`config.mk`:
```
export PLATFORM = sky130hd
export DESIGN_NAME = systolic_ctrl_nxn
export DESIGN_NICKNAME = d
export VERILOG_FILES = /design/src/rtl/systolic_ctrl_nxn.sv
export SDC_FILE = /design/constraint.sdc
export NUM_CORES = 1
export LEC_CHECK = 0
export CAP_MARGIN = 25
export CORE_MARGIN = 1
export CORE_UTILIZATION = 30
export DETAILED_ROUTE_END_ITERATION = 7
export PLACE_DENSITY = 0.56
export SLEW_MARGIN = 20
export SYNTH_ARGS = -nofsm -noshare
export SYNTH_HDL_FRONTEND = slang
export SYNTH_SLANG_ARGS = --single-unit
```
`constraint.sdc`:
```
create_clock -name clk -period 2.4 [get_ports clk]
set_clock_uncertainty 0.1 [all_clocks]
set_input_delay 0.48 -clock clk [delete_from_list [all_inputs] [get_ports clk]]
set_output_delay 0.48 -clock clk [all_outputs]
set_load 0.05 [all_outputs]
```
`src/rtl/systolic_ctrl_nxn.sv`:
```
// Sequencer for an N x N output-stationary systolic array.
// It issues skewed A/B operand load slots, then a fixed run of shift cycles,
// then a row-major result readout. Loads stall on the source valid signal and
// readout stalls on drain backpressure. B can be kept resident between jobs.
//
// state  | meaning
// IDLE   | waiting for start; all outputs low
// LOAD_A | stepping skewed A slots, one per cycle with load_valid
// LOAD_B | stepping skewed B slots (skipped when B is reused)
// PUMP   | PUMP_LEN shift/MAC cycles, not stallable
// OUT    | presenting results row by row, advancing on out_ready
module systolic_ctrl_nxn #(
    parameter int N        = 4,
    parameter int PUMP_LEN = 16,
    parameter int ID_W     = $clog2(2*N-1),
    parameter int ROW_W    = $clog2(N)
) (
    input  logic             clk,
    input  logic             rstn,
    input  logic             start,
    input  logic             reuse_b,
    input  logic             load_valid,
    output logic             load_a,
    output logic             load_b,
    output logic [ID_W-1:0]  load_id,
    output logic [ROW_W-1:0] load_row,
    output logic             shift,
    output logic             out_valid,
    input  logic             out_ready,
    output logic [ROW_W-1:0] out_row,
    output logic [ROW_W-1:0] out_col,
    output logic             busy,
    output logic             done
);

    localparam int PC_W = (PUMP_LEN > 1) ? $clog2(PUMP_LEN) : 1;

    localparam logic [ROW_W-1:0] ROW_LAST  = ROW_W'(N-1);
    localparam logic [ID_W-1:0]  ID_FIRST  = ID_W'(N-1);
    localparam logic [ID_W-1:0]  ID_TOP    = ID_W'(2*N-2);
    localparam logic [PC_W-1:0]  PUMP_INIT = PC_W'(PUMP_LEN-1);

    typedef enum logic [2:0] {
        S_IDLE   = 3'd0,
        S_LOAD_A = 3'd1,
        S_LOAD_B = 3'd2,
        S_PUMP   = 3'd3,
        S_OUT    = 3'd4
    } state_t;

    state_t           state;
    logic [ROW_W-1:0] slot_row;
    logic [ID_W-1:0]  slot_id;
    logic [PC_W-1:0]  pump_cnt;
    logic [ROW_W-1:0] o_row;
    logic [ROW_W-1:0] o_col;
    logic             reuse_lat;
    logic             b_resident;
    logic             done_q;

    logic [ID_W-1:0]  id_row_end;
    logic [ID_W-1:0]  id_next_start;
    logic             slot_row_end;
    logic             slot_last;
    logic             out_last;
    logic             in_load;

    // Slot boundaries: row r covers ids N-1-r .. 2N-2-r, so the last row ends at N-1.
    always_comb begin
        id_row_end    = ID_TOP - ID_W'(slot_row);
        id_next_start = ID_FIRST - ID_W'(slot_row) - ID_W'(1);
        slot_row_end  = (slot_id == id_row_end);
        slot_last     = slot_row_end && (slot_row == ROW_LAST);
        out_last      = (o_row == ROW_LAST) && (o_col == ROW_LAST);
        in_load       = (state == S_LOAD_A) || (state == S_LOAD_B);
    end

    // Moore decode of state and counters; load strobes qualify with load_valid.
    always_comb begin
        load_a    = (state == S_LOAD_A) && load_valid;
        load_b    = (state == S_LOAD_B) && load_valid;
        load_id   = in_load ? slot_id : '0;
        load_row  = in_load ? slot_row : '0;
        shift     = (state == S_PUMP);
        out_valid = (state == S_OUT);
        out_row   = (state == S_OUT) ? o_row : '0;
        out_col   = (state == S_OUT) ? o_col : '0;
        busy      = (state != S_IDLE);
        done      = done_q;
    end

    // Main sequencer: state, slot walk, pump down-counter, readout walk, done pulse.
    always_ff @(posedge clk) begin
        if (!rstn) begin
            state      <= S_IDLE;
            slot_row   <= '0;
            slot_id    <= '0;
            pump_cnt   <= '0;
            o_row      <= '0;
            o_col      <= '0;
            reuse_lat  <= 1'b0;
            b_resident <= 1'b0;
            done_q     <= 1'b0;
        end else begin
            done_q <= 1'b0;
            case (state)
                S_IDLE: begin
                    if (start) begin
                        state     <= S_LOAD_A;
                        // A reuse request is only meaningful once B has been loaded.
                        reuse_lat <= reuse_b && b_resident;
                        slot_row  <= '0;
                        slot_id   <= ID_FIRST;
                    end
                end
                S_LOAD_A, S_LOAD_B: begin
                    if (load_valid) begin
                        if (slot_last) begin
                            slot_row <= '0;
                            slot_id  <= ID_FIRST;
                            if ((state == S_LOAD_A) && !reuse_lat) begin
                                state <= S_LOAD_B;
                            end else begin
                                state    <= S_PUMP;
                                pump_cnt <= PUMP_INIT;
                                if (state == S_LOAD_B) begin
                                    b_resident <= 1'b1;
                                end
                            end
                        end else if (slot_row_end) begin
                            slot_row <= slot_row + ROW_W'(1);
                            slot_id  <= id_next_start;
                        end else begin
                            slot_id <= slot_id + ID_W'(1);
                        end
                    end
                end
                S_PUMP: begin
                    if (pump_cnt == '0) begin
                        state <= S_OUT;
                        o_row <= '0;
                        o_col <= '0;
                    end else begin
                        pump_cnt <= pump_cnt - PC_W'(1);
                    end
                end
                S_OUT: begin
                    if (out_ready) begin
                        if (out_last) begin
                            state  <= S_IDLE;
                            done_q <= 1'b1;
                            o_row  <= '0;
                            o_col  <= '0;
                        end else if (o_col == ROW_LAST) begin
                            o_col <= '0;
                            o_row <= o_row + ROW_W'(1);
                        end else begin
                            o_col <= o_col + ROW_W'(1);
                        end
                    end
                end
                default: state <= S_IDLE;
            endcase
        end
    end

endmodule

```
==> qor.csv, run 1 <==
metric;value;unit
Seq/Total Area, Yosys;29.43;%
first-pass GRT wire length;5.057;mm
die area;0.004574;sq mm
Fill cells;392;
final routed wire length divided by cell count;13.22;um
total DRC errors in the routed layout;0;
clock latency at the later pin of the worst-skew pair;0.25;ns
run status;finished clean;
total clock buffers created by CTS;3;
CTS HTree Levels;1;
number of top-level pins;21;
final setup vio count;0;
Period Utilization, post-route;94.34;%
DR iter-0 viols;54;
share of layout cells above drive strength 1;18.75;%
synthesized-area fraction occupied by ao, oa, aoi and oai cells;19.17;%
Cell Count Post-Placement;222;
most used cells in the layout excluding fill and tap cells;sky130_fd_sc_hd__dfxtp_1 (18), sky130_fd_sc_hd__nand2_1 (13), sky130_fd_sc_hd__buf_12 (12);
via count of the first global-routing pass;1095;
clock edge transition at the registers on the reported setup and hold paths;0.08;ns
largest net degree at the start of global routing;14;
final hold viol count;0;
ys flop type;sky130_fd_sc_hd__dfxtp_1;
Min Clock Period, post-route;2.264;ns
Synth-to-Final Area Change;33.20;%
remaining antenna violation count;0;
hold crit path type;flop to flop;
class of the most critical setup path;flop to primary output;
unrepaired setup endpoints after global routing;no;
Max Transition Viols Final;0;
remaining global-route overflow;0;
global placer's final weighted congestion;0.8328;
net count of the mapped netlist;164;
most frequent standard cell in the layout excluding fill and tap cells;sky130_fd_sc_hd__dfxtp_1;
Critical Path End Type;primary output;
kind of start point of the critical path;flop;
aggregate global-route resource usage;14.69;%
max_cap viols;0;
share of the synthesized netlist area taken by xor and xnor gates;4.066;%
Avg Cell Area, Syn;8.448;sq um
worst IR drop on VDD;0.2464;mV
count of input and output buffers;20;
antenna violations before repair;0;
share of synthesized cell area in and, or, nand and nor gates;31.66;%
number of library cell types mapped by synthesis;50;
Mapped Area;0.001292;sq mm
Diodes inserted;0;
required time at the endpoint of the critical path;1.82;ns
total wire length after detailed routing;2.988;mm
Initial Utilization;31.85;%
Final Instance Count excl. Fillers;226;
Synth Area in Adders;4.840;%
maximum count of clock buffers along a single path;2;
actual transition at the worst max-transition pin;0.5030;ns
number of enable-type register cells in the synthesized netlist;0;
Root Driver;sky130_fd_sc_hd__clkbuf_8;
highest fanout seen on the critical path;11;
Synthesis Warnings;0;
area inside the core boundary;0.004058;sq mm
total number of vias;1187;
Final HPWL DP;2.333;mm
Detailed Routing Iterations Pass 1;4;
CTS sink cnt;19;
mux contribution to synthesized area;5.518;%
nets@finish;188;
vertical extent of the die;67.64;um
dominant combinational cell family by area after synthesis;simple AND/OR/NAND/NOR gates;
clock tree from TritonCTS;yes;
synthesized flop and latch total;19;
static leakage power;0.0006827;uW
number of rows created at floorplan;23;
Avg Vias per Cell;5.252;
Slew HR;65.99;%
width of the die;67.64;um
number of post-CTS setup repair buffers;0;
post-synthesis instance total;153;
highest clock frequency the design can meet;0.4417;GHz
Pwr Density;607.2;mW/mm^2
Critical Path AT;1.68;ns
total negative slack for setup checks;0;ns
Async SR Flop Fraction;0;%
==> critical path, cell delays in order, from the launching register on <==
cell and delay, ns:
sky130_fd_sc_hd__dfxtp_1 0.55, sky130_fd_sc_hd__xnor2_1 0.20, sky130_fd_sc_hd__nor2_2 0.29, sky130_fd_sc_hd__and2_1 0.23, sky130_fd_sc_hd__buf_12 0.15
==> registers in the layout, summed over array words and instances, names as in the netlist <==
name,cells
pump_cnt,4
slot_id,3
state,3
o_col,2
o_row,2
slot_row,2
b_resident,1
done,1
reuse_lat,1
==> cell families after synthesis <==
logic type | Yosys count
adders and majority gates | 5
buffers and inverters | 15
muxes | 7
and+or+nand+nor | 69
DFF | 19
xor gates and xnor gates | 6
AOI/OAI and AO/OA | 32
==> layer usage <==
layer	GRT usage, %	part of all wire (%)	up-vias
met5	0	0	-
met1	20.58	51	561
met4	7.181	0.80	0
li1	-	-	612
met2	21.66	46	12
met3	2.027	2.2	2
==> area by class of cell <==
class,instances,area (sq um),area share [%]
inverters,10,42.54,2.471
clock buffers,3,41.29,2.398
well taps,50,62.56,3.634
clock inverters,1,5.005,0.2907
flip-flops and latches,19,381.6,22.17
multi-input cells,119,843.3,48.98
repair buffers,24,345.3,20.06
==> cells in the mapped netlist, types with 2 or more instances <==
master / instances / area, sq um
sky130_fd_sc_hd__a21oi_1: 6 / 30.03
sky130_fd_sc_hd__a31oi_1: 5 / 31.28
sky130_fd_sc_hd__and2_1: 10 / 62.56
sky130_fd_sc_hd__and4b_1: 2 / 20.02
sky130_fd_sc_hd__buf_4: 2 / 15.01
sky130_fd_sc_hd__clkbuf_1: 3 / 11.26
sky130_fd_sc_hd__dfxtp_1: 19 / 380.4
sky130_fd_sc_hd__ha_1: 5 / 62.56
sky130_fd_sc_hd__inv_1: 8 / 30.03
sky130_fd_sc_hd__mux2i_1: 6 / 60.06
sky130_fd_sc_hd__nand2_1: 13 / 48.80
sky130_fd_sc_hd__nand2b_1: 3 / 18.77
sky130_fd_sc_hd__nand3_1: 2 / 10.01
sky130_fd_sc_hd__nand4_1: 2 / 12.51
sky130_fd_sc_hd__nor2_1: 9 / 33.78
sky130_fd_sc_hd__nor2b_1: 5 / 31.28
sky130_fd_sc_hd__nor3_1: 7 / 35.03
sky130_fd_sc_hd__nor3b_1: 3 / 22.52
sky130_fd_sc_hd__o21ai_0: 2 / 10.01
sky130_fd_sc_hd__o21bai_1: 2 / 15.01
sky130_fd_sc_hd__o311a_1: 3 / 30.03
sky130_fd_sc_hd__o32ai_1: 3 / 26.28
sky130_fd_sc_hd__or3_1: 2 / 12.51
sky130_fd_sc_hd__xnor2_1: 3 / 26.28
sky130_fd_sc_hd__xor2_1: 3 / 26.28
==> report_power, final <==
| part | internal, uW | switching (uW) | leakage (uW) | total, uW |
|---|---|---|---|---|
| Combinational | 187 | 254 | 0.000503 | 442 |
| Sequential | 334 | 46.5 | 0.000154 | 380 |
| Clock | 115 | 108 | 0.0000255 | 223 |
| Total | 636 | 409 | 0.000683 | 1050 |
==> path summary, 6_finish.rpt <==
check,start,slack (ns),cells after the start,end
max reg2reg,slot_row[1],0.21,5,state[0]
min,reuse_lat,0.38,2,reuse_lat
min reg2reg,reuse_lat,0.38,2,reuse_lat
max,state[0],0.14,4,load_row[0]
==> through the flow <==
| step | utilization [%] | cell area (sq um) | setup WS (ns) | hold WS [ns] | power [uW] |
|---|---|---|---|---|---|
| after floorplan | - | 1292 | 0.4011 | 0.3364 | 699.2 |
| after global placement | 41.26 | 1674 | 0.1244 | 0.3640 | 822.5 |
| after detailed placement | 41.26 | 1674 | 0.06166 | 0.3757 | 827.2 |
| after CTS | 42.40 | 1720 | 0.05746 | 0.3864 | 1055 |
| after global routing | 42.43 | 1722 | 0.01779 | 0.4158 | 1109 |
| final | 42.43 | 1722 | 0.1358 | 0.3829 | 1045 |
==> repair_timing <==
item | in CTS | in global routing
hold buffers | 0 | 0
setup endpoints to repair | 0 | 5
resized for setup | 0 | 1
(Power assumes the default switching activity.)
==> inputs of run 2 (changes only) <==
==> constraint.sdc (replaced) <==
create_clock -name clk -period 2.6 [get_ports clk]
set_clock_uncertainty 0.1 [all_clocks]
set_input_delay 0.52 -clock clk [delete_from_list [all_inputs] [get_ports clk]]
set_output_delay 0.52 -clock clk [all_outputs]
set_load 0.05 [all_outputs]
==> qor.csv, run 2 (synthesis gave the netlist of run 1 again) <==
metric;value;unit
maximum count of clock buffers along a single path;2;
nets@finish;189;
startpoint of the worst register-to-register path;slot_row[0];
Max Transition Viols Final;0;
count of input and output buffers;20;
clock tree from TritonCTS;yes;
remaining antenna violation count;0;
number of rows created at floorplan;23;
DR iter-0 viols;71;
Min Clock Period, post-route;2.487;ns
largest net degree at the start of global routing;15;
most frequent standard cell in the layout excluding fill and tap cells;sky130_fd_sc_hd__dfxtp_1;
hold crit path type;flop to flop;
Critical Path End Type;primary output;
Final HPWL DP;2.380;mm
register with the most flip-flops;pump_cnt;
Diodes inserted;0;
R2R cell count;5;
class of the most critical setup path;flop to primary output;
Period Utilization, post-route;95.66;%
total wire length after detailed routing;3.166;mm
CTS HTree Levels;1;
static leakage power;0.0006982;uW
final hold viol count;0;
highest clock frequency the design can meet;0.4021;GHz
total negative slack for setup checks;0;ns
largest registers;pump_cnt: 4 flops, slot_id: 3 flops, state: 3 flops;
hold path endpoint;reuse_lat;
total DRC errors in the routed layout;0;
number of post-CTS setup repair buffers;0;
remaining global-route overflow;0;
Largest register FFs;4;
total number of vias;1197;
via count of the first global-routing pass;1125;
clock latency at the later pin of the worst-skew pair;0.27;ns
most used cells in the layout excluding fill and tap cells;sky130_fd_sc_hd__dfxtp_1 (19), sky130_fd_sc_hd__nand2_1 (13), sky130_fd_sc_hd__buf_12 (12);
largest stage delay on the critical path;0.83;ns
width of the die;67.64;um
required time at the endpoint of the critical path;1.98;ns
register-to-register path setup slack;0.32;ns
die area;0.004574;sq mm
run status;finished clean;
share of layout cells above drive strength 1;17.51;%
actual transition at the worst max-transition pin;0.5659;ns
kind of start point of the critical path;flop;
Detailed Routing Iterations Pass 1;4;
clock edge transition at the registers on the reported setup and hold paths;0.08;ns
global placer's final weighted congestion;0.8236;
unrepaired setup endpoints after global routing;no;
Synth-to-Final Area Change;34.27;%
Critical Path AT;1.87;ns
CTS sink cnt;19;
final std cell area, no fill;0.001735;sq mm
total of hold buffers inserted after clock tree synthesis;0;
highest fanout seen on the critical path;7;
Root Driver;sky130_fd_sc_hd__clkbuf_8;
worst min-delay path startpoint;reuse_lat;
cell with the biggest individual delay on the critical path;sky130_fd_sc_hd__clkdlybuf4s50_1;
first-pass GRT wire length;5.326;mm
Design Power;997.0;uW
aggregate global-route resource usage;15.69;%
Slew HR;61.74;%
Final Util;42.77;%
antenna violations before repair;0;
cells along the critical path;nand3b_2 -> clkinv_1 -> clkdlybuf4s50_1;
max_cap viols;0;
number of top-level pins;21;
vertical extent of the die;67.64;um
total clock buffers created by CTS;3;
instance count along the most critical hold path;2;
worst IR drop on VDD;0.2639;mV
Initial Utilization;31.85;%
capture point of the worst reg-to-reg path;state[0];
area inside the core boundary;0.004058;sq mm
final routed wire length divided by cell count;13.95;um
Post-Place Cell Area;0.001687;sq mm
Avg Vias per Cell;5.273;
final setup vio count;0;
Pwr Density;574.5;mW/mm^2
[run 2: changes by cell type in the layout (fill, tap and decap cells not counted)]
| cell | before | now |
|---|---|---|
| sky130_fd_sc_hd__buf_4 | 6 | 5 |
| sky130_fd_sc_hd__clkdlybuf4s50_1 | 6 | 7 |
| sky130_fd_sc_hd__dfxtp_1 | 18 | 19 |
| sky130_fd_sc_hd__dfxtp_2 | 1 | 0 |
| sky130_fd_sc_hd__dlymetal6s2s_1 | 0 | 1 |
[run 2: worst max-delay path by stage]
| stage | from | to | cells past startpoint |
|---|---|---|---|
| finish | state[2] | shift | 3 |
| global route | state[2] | shift | 3 |
| CTS | state[0] | busy | 4 |
| detailed placement | load_valid | slot_id[2] | 5 |
| global placement | load_valid | slot_id[2] | 5 |
| floorplan | slot_row[0] | pump_cnt[1] | 5 |
[run 2: per-stage QoR]
step / cells / setup slack (ns) / hold WS (ns)
2_1_floorplan: 153 / 0.6011 / 0.3364
3_3_place_gp: 223 / 0.2790 / 0.3599
3_5_place_dp: 223 / 0.2434 / 0.3643
4_1_cts: 227 / 0.06808 / 0.3764
5_1_grt: 227 / 0.02917 / 0.4069
6_report: 227 / 0.1128 / 0.3740
[run 2: power breakdown]
part	switching (uW)	internal, uW	total, uW
combinational	259	185	444
clock	111	107	218
sequential	27.4	308	336
[run 2: what timing repair did]
action | in CTS | in global routing
endpoints found under the hold margin | 0 | 0
setup endpoints to repair | 0 | 1
gates resized for setup | 0 | 1
[run 2: cell type report]
class	instances	area [sq um]
Fill cell	382	2322
Multi-Input combinational cell	119	843.3
Sequential cell	19	380.4
Timing Repair Buffer	25	360.3
Tap cell	50	62.56
Inverter	10	42.54
Clock buffer	3	41.29
Clock inverter	1	5.005
[run 2: routing by layer]
| metal | vias up | routed length (um) | share of wire, % | GRT usage, % |
|---|---|---|---|---|
| met3 | 2 | 123 | 3.9 | 4.223 |
| met1 | 564 | 1546 | 49 | 20.40 |
| li1 | 611 | - | - | - |
| met4 | 0 | 14 | 0.44 | 3.457 |
| met2 | 20 | 1482 | 47 | 25.50 |
| met5 | - | 0 | 0 | 0 |
[run 2: worst max-delay path, delay by kind of cell (launching register included)]
| kind | cells | cell delay [ns] |
|---|---|---|
| and+or+nand+nor | 1 | 0.28 |
| buffers and inverters | 2 | 0.99 |
| DFF | 1 | 0.32 |
==> inputs of run 3 (changes only) <==
--- a/config.mk
+++ b/config.mk
@@ -8,6 +8,7 @@
 export CAP_MARGIN = 25
 export CORE_MARGIN = 1
 export CORE_UTILIZATION = 30
+export CTS_CLUSTER_SIZE = 16
 export DETAILED_ROUTE_END_ITERATION = 7
 export PLACE_DENSITY = 0.56
 export SLEW_MARGIN = 20
==> results of run 3 <==
No change in the layout: final DEF, timing and power equal those of run 2.
==> variant: new RTL, flow settings as in run 3 <==
Re-encode `state_t` (5 states) as one-hot, 5 bits wide.
--- a/src/rtl/systolic_ctrl_nxn.sv
+++ b/src/rtl/systolic_ctrl_nxn.sv
@@ -40,12 +40,12 @@
     localparam logic [ID_W-1:0]  ID_TOP    = ID_W'(2*N-2);
     localparam logic [PC_W-1:0]  PUMP_INIT = PC_W'(PUMP_LEN-1);
 
-    typedef enum logic [2:0] {
-        S_IDLE   = 3'd0,
-        S_LOAD_A = 3'd1,
-        S_LOAD_B = 3'd2,
-        S_PUMP   = 3'd3,
-        S_OUT    = 3'd4
+    typedef enum logic [4:0] {
+        S_IDLE   = 5'b00001,
+        S_LOAD_A = 5'b00010,
+        S_LOAD_B = 5'b00100,
+        S_PUMP   = 5'b01000,
+        S_OUT    = 5'b10000
     } state_t;
 
     state_t           state;
Behaviour: same outputs for any inputs over 10 cycles, from zero or initial values and one cycle with rstn low; not proved beyond that.
==> variant against run 3 <==
First-iteration DRC count down 48%; final area down 8.4%; sequential cell count up 2; total power up 28%; area after synthesis down 1.1%; critical path type is now reg2reg; worst setup slack better by 98 ps; routed wire length down 2.0%; combinational power up 37%.
==> variant: results (changes against run 3) <==
leakagePower_uw: 0.0006631  # -5.0%
cp_slowest_cell: "or4b_1"
reg_top3: "state (5), pump_cnt (4), slot_id (3)"
dp_cells: 221  # -0.90%
fin_nets: 187  # -1.1%
fillers: 416  # +8.9%
synth_common_cells: "21 x dfxtp_1, 14 x nand2_1, 12 x nor2_1"
status: "finished clean"
grt_first_pass_wirelength_um: 5037  # -5.4%
gr-usage-met3_pct: 1.014  # -3.2 points
track_usage_pct: 14.78  # -0.91 points
post-dp-hpwl_um: 2387  # +0.30%
gp_congestion: 0.8237  # about the same
irDropWorstVdd_uv: 335.3  # +27%
dr_wl_met3_um: 66  # -46%
syn2layout_area_growth_pct: 24.27
synth_seq_area_share_pct: 32.88  # +3.4 points
switchingPower_uw: 546.3  # +38%
pre_cts_ws_ps: 147.2  # -96.25 ps
grt_use_met1_pct: 18.25  # -2.2 points
first_global_vias: 1102  # -2.0%
layout-drive-gt1-share_pct: 18.29  # +0.77 points
finalNonFillerCells: 225  # -0.88%
synth_compound_area_share_pct: 15.17  # -4.0 points
routed_via_density: 5.258  # -0.29%
cp.arrival_ps: 2430  # +560 ps
seq-power_uw: 451  # +34%
slew_headroom_pct: 63.52  # +1.8 points
synth_fa_ha_area_share_pct: 4.892  # +0.052 points
grt_start_max_net_pins: 14  # -1
met1_length_um: 1414  # -8.5%
avgSynthCellArea_um2: 8.358  # -1.1%
synthMuxAreaShare_pct: 3.131  # -2.4 points
[variant: cell types whose count changed in the layout (fill, tap and decap cells not counted), moves of 4 or more]
cell	delta
buf_12	-9
and2_1	-4
nand3_1	+4
nor2b_1	-5
a31oi_1	-4
buf_4	+8
and3_1	+7
[variant: final cells by class]
type / instances / share of cell area (%)
tap: 50 / 3.937
timing repair buffer: 22 / 13.70
multi-input combinational: 120 / 51.10
sequential: 21 / 26.46
clock inverter: 1 / 0.3150
clock buffer: 3 / 2.598
inverter: 8 / 1.890
[variant: path summary, 6_finish.rpt]
path              cells past startpoint  slack, ps                       end                     start
setup / recovery                      6        210  slot_row[1]$_SDFFE_PN0P_  slot_row[0]$_SDFFE_PN0P_
hold / removal                        2        370    reuse_lat$_SDFFE_PN0P_    reuse_lat$_SDFFE_PN0P_
setup reg to reg                      6        210  slot_row[1]$_SDFFE_PN0P_  slot_row[0]$_SDFFE_PN0P_
hold reg to reg                       2        370    reuse_lat$_SDFFE_PN0P_    reuse_lat$_SDFFE_PN0P_
